**config.mk**
```make
export PLATFORM = sky130hd
export DESIGN_NAME = pc_sequencer
export DESIGN_NICKNAME = d
export VERILOG_FILES = /design/src/rtl/pc_sequencer.sv
export SDC_FILE = /design/constraint.sdc
export NUM_CORES = 1
export LEC_CHECK = 0
export ABC_AREA = 1
export CORE_MARGIN = 4
export CORE_UTILIZATION = 51
export CTS_BUF_LIST = sky130_fd_sc_hd__clkbuf_4 sky130_fd_sc_hd__clkbuf_8
export DETAILED_ROUTE_END_ITERATION = 8
export GPL_TIMING_DRIVEN = 0
export PLACE_DENSITY_LB_ADDON = 0.2
export SLEW_MARGIN = 10
export SYNTH_ARGS = -nofsm -noshare
export SYNTH_HDL_FRONTEND = slang
export SYNTH_SLANG_ARGS = --single-unit
```
**constraint.sdc**
```tcl
create_clock -name CLK -period 2.98 [get_ports CLK]
set_input_delay 0.596 -clock CLK [delete_from_list [all_inputs] [get_ports CLK]]
set_output_delay 0.596 -clock CLK [all_outputs]
set_load 0.02 [all_outputs]
```
**src/rtl/pc_sequencer.sv**
```systemverilog
// pc_sequencer -- program-counter stage of the CPU datapath.
//
// Holds the PC and feeds the external ripple adder (ADD_SRC1/ADD_SRC2).
// The adder's sum (ADD_SUM) comes back as the next PC for increments and
// branches. Also does absolute jumps, and call/return through a small
// internal LIFO return-address stack.
//
// Ports:
//   CLK, RST        clock; synchronous active-high reset
//   EN              advance enable (0 = stall, all state holds)
//   BRANCH/OFFSET   PC-relative branch, two's-complement offset
//   JUMP/TARGET     absolute jump to TARGET
//   CALL            push PC+1, jump to TARGET
//   RET             pop return address into PC
//   ADD_SUM         sum from the external adder
//   ADD_SRC1/2      adder operands (PC, OFFSET-or-1)
//   PC, SP          program counter, stack occupancy
//   FULL/EMPTY/ERR  stack flags; ERR is sticky until RST
module pc_sequencer #(
  parameter int unsigned       WIDTH    = 11,
  parameter int unsigned       DEPTH    = 4,
  parameter logic [WIDTH-1:0]  RESET_PC = '0
) (
  input  logic                       CLK,
  input  logic                       RST,
  input  logic                       EN,
  input  logic                       BRANCH,
  input  logic [WIDTH-1:0]           OFFSET,
  input  logic                       JUMP,
  input  logic                       CALL,
  input  logic                       RET,
  input  logic [WIDTH-1:0]           TARGET,
  input  logic [WIDTH-1:0]           ADD_SUM,
  output logic [WIDTH-1:0]           ADD_SRC1,
  output logic [WIDTH-1:0]           ADD_SRC2,
  output logic [WIDTH-1:0]           PC,
  output logic [$clog2(DEPTH):0]     SP,
  output logic                       FULL,
  output logic                       EMPTY,
  output logic                       ERR
);

  localparam int unsigned AW  = $clog2(DEPTH);
  localparam int unsigned SPW = AW + 1;

  typedef enum logic [2:0] {
    CMD_INC,
    CMD_BR,
    CMD_JMP,
    CMD_CALL,
    CMD_RET
  } cmd_e;

  logic [WIDTH-1:0]             pc_q, pc_d;
  logic [SPW-1:0]               sp_q, sp_d;
  logic                         err_q, err_d;
  logic [DEPTH-1:0][WIDTH-1:0]  stack_q, stack_d;

  cmd_e                         cmd;
  logic                         full, empty;
  logic [AW-1:0]                push_idx, top_idx;

  // Priority decode. Independent of EN so the adder operands keep
  // tracking the command inputs during a stall.
  always_comb begin
    cmd = CMD_INC;
    if      (RET)    cmd = CMD_RET;
    else if (CALL)   cmd = CMD_CALL;
    else if (JUMP)   cmd = CMD_JMP;
    else if (BRANCH) cmd = CMD_BR;
  end

  assign full  = (sp_q == SPW'(DEPTH));
  assign empty = (sp_q == '0);

  // When full, sp_q[AW-1:0] wraps to 0 so top_idx = DEPTH-1 still points
  // at the newest entry; push_idx is only used when not full.
  assign push_idx = sp_q[AW-1:0];
  assign top_idx  = sp_q[AW-1:0] - AW'(1);

  assign ADD_SRC1 = pc_q;
  assign ADD_SRC2 = (cmd == CMD_BR) ? OFFSET : WIDTH'(1);

  always_comb begin
    pc_d    = pc_q;
    sp_d    = sp_q;
    err_d   = err_q;
    stack_d = stack_q;
    if (EN) begin
      unique case (cmd)
        CMD_INC, CMD_BR: pc_d = ADD_SUM;
        CMD_JMP:         pc_d = TARGET;
        CMD_CALL: begin
          // Call still jumps on overflow; only the push is dropped.
          pc_d = TARGET;
          if (!full) begin
            stack_d[push_idx] = ADD_SUM;
            sp_d              = sp_q + SPW'(1);
          end else begin
            err_d = 1'b1;
          end
        end
        CMD_RET: begin
          // Underflow degrades to a plain increment.
          if (!empty) begin
            pc_d = stack_q[top_idx];
            sp_d = sp_q - SPW'(1);
          end else begin
            pc_d  = ADD_SUM;
            err_d = 1'b1;
          end
        end
        default: pc_d = ADD_SUM;
      endcase
    end
  end

  always_ff @(posedge CLK) begin
    if (RST) begin
      pc_q  <= RESET_PC;
      sp_q  <= '0;
      err_q <= 1'b0;
    end else begin
      pc_q  <= pc_d;
      sp_q  <= sp_d;
      err_q <= err_d;
    end
  end

  // Stack contents are don't-care after reset, so no reset term here.
  always_ff @(posedge CLK) begin
    stack_q <= stack_d;
  end

  assign PC    = pc_q;
  assign SP    = sp_q;
  assign FULL  = full;
  assign EMPTY = empty;
  assign ERR   = err_q;

endmodule

```
==> run summary, run 1 <==
======================================================================================
Post-CTS setup-driven buffer insertion count ............................            0
Setup repair after global routing missed its margin .....................           no
Int Power ...............................................................      1.52 mW
Worst setup slack before clock tree synthesis ...........................   0.00292 ns
Area of combinational cells with multiple inputs ........................      977 um2
Insertion delay of the later-clocked pin in the worst-skew pair .........      0.34 ns
Vertical die dimension ..................................................      85.4 um
Post-synthesis average cell area ........................................     8.34 um2
Area growth from synthesis to layout ....................................        35.9%
Die Footprint ...........................................................     7290 um2
Post-synthesis cell area ................................................     3050 um2
Number of storage elements in the synthesis netlist .....................           59
Total routed wirelength .................................................      7630 um
Fraction of power consumed by sequential logic ..........................        43.6%
Maximum root-to-sink buffer count .......................................            2
# DRC ...................................................................            0
Total power per unit cell area ..........................................   516 nW/um2
Number of failing setup endpoints in the final timing report ............            0
Cell taking the most area after synthesis ...............................     edfxtp_1
Critical Path Sink Type .................................................   output pin
Clock slew at the register clock pins of the worst setup and hold paths .      0.06 ns
Worst hold slack ........................................................     0.476 ns
Overall routing resource usage ..........................................        22.0%
Arrival time at the worst endpoint ......................................      2.20 ns
Transition time at the pin with the least slew margin ...................      1.12 ns
DR vias/cell ............................................................         4.90
Final core occ ..........................................................        73.5%
Share of post-route cells with drive strength above 1 ...................        13.0%
Peak supply drop ........................................................       321 uV
Final Slew Violations ...................................................            0
Final WS setup ..........................................................     0.182 ns
Sequential cell area fraction in the yosys report .......................        53.1%
Period Utilization, post-route ..........................................        93.9%
Maximum capacitance violations ..........................................            0
Fin nets ................................................................          500
Ys Warns ................................................................            0
Antenna-violating nets left .............................................            0
CTS Root Cell ...........................................................     clkbuf_8
Fraction of post-synthesis cell area in the top cell type by area .......        43.3%
Worst Setup Path Type ................................................... flip-flop to output pin
Launch point of the critical path ....................................... SP[0]$_SDFFE_PP0P_
Fin crit period .........................................................      2.80 ns
Worst setup SP type .....................................................    flip-flop
First-pass GRT wire length ..............................................    12,200 um
Peak Freq ...............................................................      357 MHz
Static leakage ..........................................................      2.06 nW
N_diodes ................................................................            0
Class of the tightest hold or removal check ............................. flip-flop to flip-flop
First-pass iteration count of the detailed router .......................            5
Remaining max-slew budget at the tightest pin ...........................        25.0%
Placement row count .....................................................           27
Sum of negative setup slack .............................................         0 ns
Number of primary I/O pins ..............................................           79
Most common cell after layout, fill and taps aside ......................      nand2_1
Cell area after layout ..................................................     4150 um2
Power share of the clock group ..........................................        32.8%
Seq. cell area ..........................................................     1620 um2
Pin count of the biggest net entering global routing ....................           13
Count of fill cells added during filler insertion .......................          415
TritonCTS clock tree ....................................................        built
Required time of the critical path ......................................      2.38 ns
Combinational share of power ............................................        23.6%
Status .................................................................. finished clean
CORE AREA ...............................................................     5640 um2
Number of cells produced by synthesis ...................................          366
Net count after synthesis ...............................................          411
Hpwl dp .................................................................      5400 um
Starting density of the core ............................................        54.1%
IO buf count ............................................................           78
GPL Wtd Cong ............................................................        0.833
Num CTS Buffers .........................................................            9
Launch point of the worst reg-to-reg path ............................... SP[0]$_SDFFE_PP0P_
Clock Sinks .............................................................           59
Number of global-route vias before repair ...............................        2,645
Biggest fanout along the worst timing path ..............................           12
Most area-consuming cells after synthesis ............................... edfxtp_1, nand2_1, dfxtp_1
Antenna violations before repair ........................................            0
Launch point of the worst hold path ..................................... ERR$_SDFFE_PP0P_
Post-detailed-placement cell area .......................................     3920 um2
Wire per inst ...........................................................      14.3 um
Via count ...............................................................        2,605
Initial drt markers .....................................................          208
Number of failing hold endpoints at the final stage .....................            0
Global route overflow ...................................................            0
Yosys cell types ........................................................           24
Net switching share of the total power ..................................        29.2%
Commonest cells after routing, fill and taps aside ...................... nand2_1, inv_1, clkdlybuf4s50_1, nor2_1, edfxtp_1
Worst clock skew ........................................................   0.00616 ns
Count of H-tree levels built during CTS .................................            3
Floorplan die width .....................................................      85.4 um
P_sw ....................................................................     0.626 mW
======================================================================================
area by class of cell:
class	count	share of cell area, %
plain buffers	24	4.04
clock buffers	9	2.99
clock inverters	7	1.66
inverters	78	7.06
multi-input cells	205	23.6
flip-flops and latches	59	39.1
well taps	72	2.17
repair buffers	78	19.4
final timing paths:
kind	slack, ns	depth (start not counted)	end
worst max-delay path	0.18	7	FULL
worst min-delay path	0.48	1	ERR$_SDFFE_PP0P_
worst max register to register	0.29	7	stack_q[20]$_DFFE_PP_
worst min register to register	0.48	1	ERR$_SDFFE_PP0P_
worst max-delay path, stage by stage (launching register included):
cell             delay (ns)
dfxtp_1                0.35
buf_4                  0.18
inv_2                  0.09
buf_4                  0.22
ha_1                   0.23
nand2_1                0.11
inv_1                  0.07
clkdlybuf4s50_1        0.60
through the flow:
step                total power, mW  cells
floorplan                      1.24    366
global placement               1.45    516
detailed placement             1.46    516
CTS                            2.15    532
global route                   2.24    532
finish                         2.14    532
power groups by stage:
stage               Sequential (mW)  Combinational (mW)  Clock, mW
finish                        0.933               0.506      0.702
floorplan                     0.970               0.271          0
global route                  0.936               0.556      0.752
CTS                           0.933               0.510      0.706
global placement              0.949               0.497          0
detailed placement            0.950               0.506          0
cells in the mapped netlist:
cell	count
or2_1	1
o21ai_1	3
nand3_1	36
buf_2	5
inv_2	4
fa_1	1
a21oi_1	1
buf_4	15
o21ai_0	1
nand2_2	3
ha_1	4
nor2_2	1
nand4_2	1
nor2_4	1
buf_6	2
o21a_1	1
nand2_1	93
inv_1	74
edfxtp_1	44
clkbuf_1	2
dfxtp_1	15
a21oi_2	12
xor2_1	1
nor2_1	45
repair_timing:
action	CTS	global route
resized for setup	2	11
hold buffers	0	0
setup endpoints to repair	2	10
cells by family after synthesis:
| logic type | after synthesis | share of synthesized area, % |
|---|---|---|
| AO/OA/AOI/OAI | 18 | 4.51 |
| XOR/XNOR | 1 | 0.287 |
| adder cells (fa/ha/maj) | 5 | 2.30 |
| buffers and inverters | 102 | 15.1 |
| flip-flops | 59 | 53.1 |
| AND/OR/NAND/NOR | 181 | 24.7 |
registers in the layout (all words and copies together), names as in the netlist:
name,count
ERR,1
SP,3
stack_q,44
ADD_SRC1,11
layer usage:
metal	up-vias	part of all wire, %	global-route usage, %
met5	-	0	0
met4	0	2.7	9.93
met3	17	10	5.53
met2	118	50	37.7
met1	1190	37	25.8
li1	1280	-	-
(Power assumes the default switching activity.)
==> run 2, diff against run 1 <==
- CORE_MARGIN: 4 -> 2
==> run summary, run 2 (synthesized netlist as in run 1, its figures left out) <==
======================================================================================
# DRC ...................................................................            0
Number of failing setup endpoints in the final timing report ............            0
Commonest cells after routing, fill and taps aside ...................... nand2_1, inv_1, clkdlybuf4s50_1, nor2_1, edfxtp_1
Static leakage ..........................................................      2.09 nW
Class of the tightest hold or removal check ............................. flip-flop to flip-flop
Initial drt markers .....................................................          153
First-pass iteration count of the detailed router .......................            4
Flip-flop count of the largest register after layout ....................           44
Status .................................................................. finished clean
Die Footprint ...........................................................     6620 um2
Clock slew at the register clock pins of the worst setup and hold paths .      0.06 ns
Setup repair after global routing missed its margin .....................           no
Critical Path Sink Type .................................................   output pin
Count of fill cells added during filler insertion .......................          469
Largest register by flop count ..........................................      stack_q
Number of buffers added to fix hold violations after cts ................            0
Worst Setup Path Type ................................................... input pin to output pin
Sum of negative setup slack .............................................         0 ns
Antenna violations before repair ........................................            0
Number of global-route vias before repair ...............................        2,576
Arrival time at the worst endpoint ......................................      2.21 ns
Floorplan die width .....................................................      81.4 um
R2R Setup Slk ...........................................................      0.27 ns
Launch point of the worst reg-to-reg path ............................... SP[0]$_SDFFE_PP0P_
Final WS setup ..........................................................     0.178 ns
Launch point of the critical path .......................................          RET
Remaining max-slew budget at the tightest pin ...........................        23.8%
Fin crit period .........................................................      2.80 ns
Wire per inst ...........................................................      14.2 um
End of the worst hold path .............................................. ERR$_SDFFE_PP0P_
Transition time at the pin with the least slew margin ...................      1.14 ns
Pin count of the biggest net entering global routing ....................           13
Peak Freq ...............................................................      357 MHz
Vertical die dimension ..................................................      81.4 um
CORE AREA ...............................................................     5850 um2
Count of H-tree levels built during CTS .................................            3
Cell depth of the worst hold path .......................................            1
TritonCTS clock tree ....................................................        built
Total chip power ........................................................      2.23 mW
Worst clock skew ........................................................   0.00553 ns
Final Slew Violations ...................................................            0
Crit-path max cell delay ................................................      0.55 ns
Cell with the largest stage delay on the worst path ..................... clkdlybuf4s50_1
Clock Sinks .............................................................           59
Worst setup SP type .....................................................    input pin
Overall routing resource usage ..........................................        24.9%
CTS Root Cell ...........................................................     clkbuf_8
Placement row count .....................................................           28
N_diodes ................................................................            0
Maximum capacitance violations ..........................................            0
Total power per unit cell area ..........................................   536 nW/um2
IO buf count ............................................................           78
DR vias/cell ............................................................         4.87
Fin nets ................................................................          500
Reg2reg end ............................................................. stack_q[14]$_DFFE_PP_
Share of post-route cells with drive strength above 1 ...................        13.3%
Number of primary I/O pins ..............................................           79
Cell depth of the worst flop-to-flop path ...............................            7
Number of failing hold endpoints at the final stage .....................            0
Biggest fanout along the worst timing path ..............................            5
Global route overflow ...................................................            0
First-pass GRT wire length ..............................................    12,100 um
Area growth from synthesis to layout ....................................        36.5%
Cells along the critical path ........................................... clkdlybuf4s50_1, nor2_2, nand3_1, or2_1, clkdlybuf4s50_1
Most common cell after layout, fill and taps aside ......................      nand2_1
Required time of the critical path ......................................      2.38 ns
Hpwl dp .................................................................      5310 um
GPL Wtd Cong ............................................................        0.842
Starting density of the core ............................................        52.2%
Maximum root-to-sink buffer count .......................................            2
Cell mode on critical path .............................................. clkdlybuf4s50_1
Via count ...............................................................        2,605
Launch point of the worst hold path ..................................... ERR$_SDFFE_PP0P_
Period Utilization, post-route ..........................................        94.0%
Worst setup slack before clock tree synthesis ...........................   -0.0366 ns
Insertion delay of the later-clocked pin in the worst-skew pair .........      0.33 ns
Num CTS Buffers .........................................................            9
Antenna-violating nets left .............................................            0
Total routed wirelength .................................................      7600 um
Peak supply drop ........................................................       313 uV
======================================================================================
-- run 2: area by class of cell --
class,instances,area [um2],area share [%]
inverters,78,293,7.03
well taps,75,93.8,2.25
multi-input cells,205,972,23.3
plain buffers,24,168,4.03
repair buffers,78,805,19.3
clock inverters,7,88.8,2.13
clock buffers,9,124,2.97
flip-flops and latches,59,1620,38.9
-- run 2: what timing repair did --
| item | in CTS | in global routing |
|---|---|---|
| setup buffers | 0 | 0 |
| gates resized for setup | 2 | 10 |
| endpoints found under the setup margin | 2 | 10 |
| gates cloned | 0 | 0 |
| endpoints found under the hold margin | 0 | 0 |
-- run 2: worst max-delay path, delay by kind of cell --
family	cells	cell delay [ns]
buffers and inverters	2	1.07
AND/OR/NAND/NOR	3	0.54
-- run 2: power breakdown --
part,total (mW),switching [mW],internal (mW)
clock network,0.790,0.321,0.469
registers,0.933,0.0207,0.913
logic,0.508,0.286,0.222
total,2.23,0.628,1.60
-- run 2: worst max path at each step --
stage / to / cells past startpoint / slack, ns
floorplan: stack_q[11]$_DFFE_PP_ / 7 / 0.74
global placement: ADD_SRC2[6] / 6 / 0.01
detailed placement: ADD_SRC2[8] / 6 / -0.04
CTS: ADD_SRC2[9] / 6 / 0.04
global route: FULL / 7 / 0.06
finish: ADD_SRC2[0] / 5 / 0.18
-- run 2: metrics by stage --
stage / instance area (um2) / cells / hold slack (ns) / util, %
floorplan: 3050 / 366 / 0.593 / -
global placement: 3930 / 519 / 0.453 / 67.1
detailed placement: 3930 / 519 / 0.472 / 67.1
CTS: 4140 / 535 / 0.498 / 70.8
global route: 4170 / 535 / 0.531 / 71.2
finish: 4170 / 535 / 0.502 / 71.2
-- run 2: layer usage --
metal  up-vias  wire length, um  global-route usage (%)
met1      1212             3140                    31.6
met5         -                0                       0
met4         0               93                    6.10
li1       1289                -                       -
met3        10              508                    7.22
met2        94             3860                    41.9
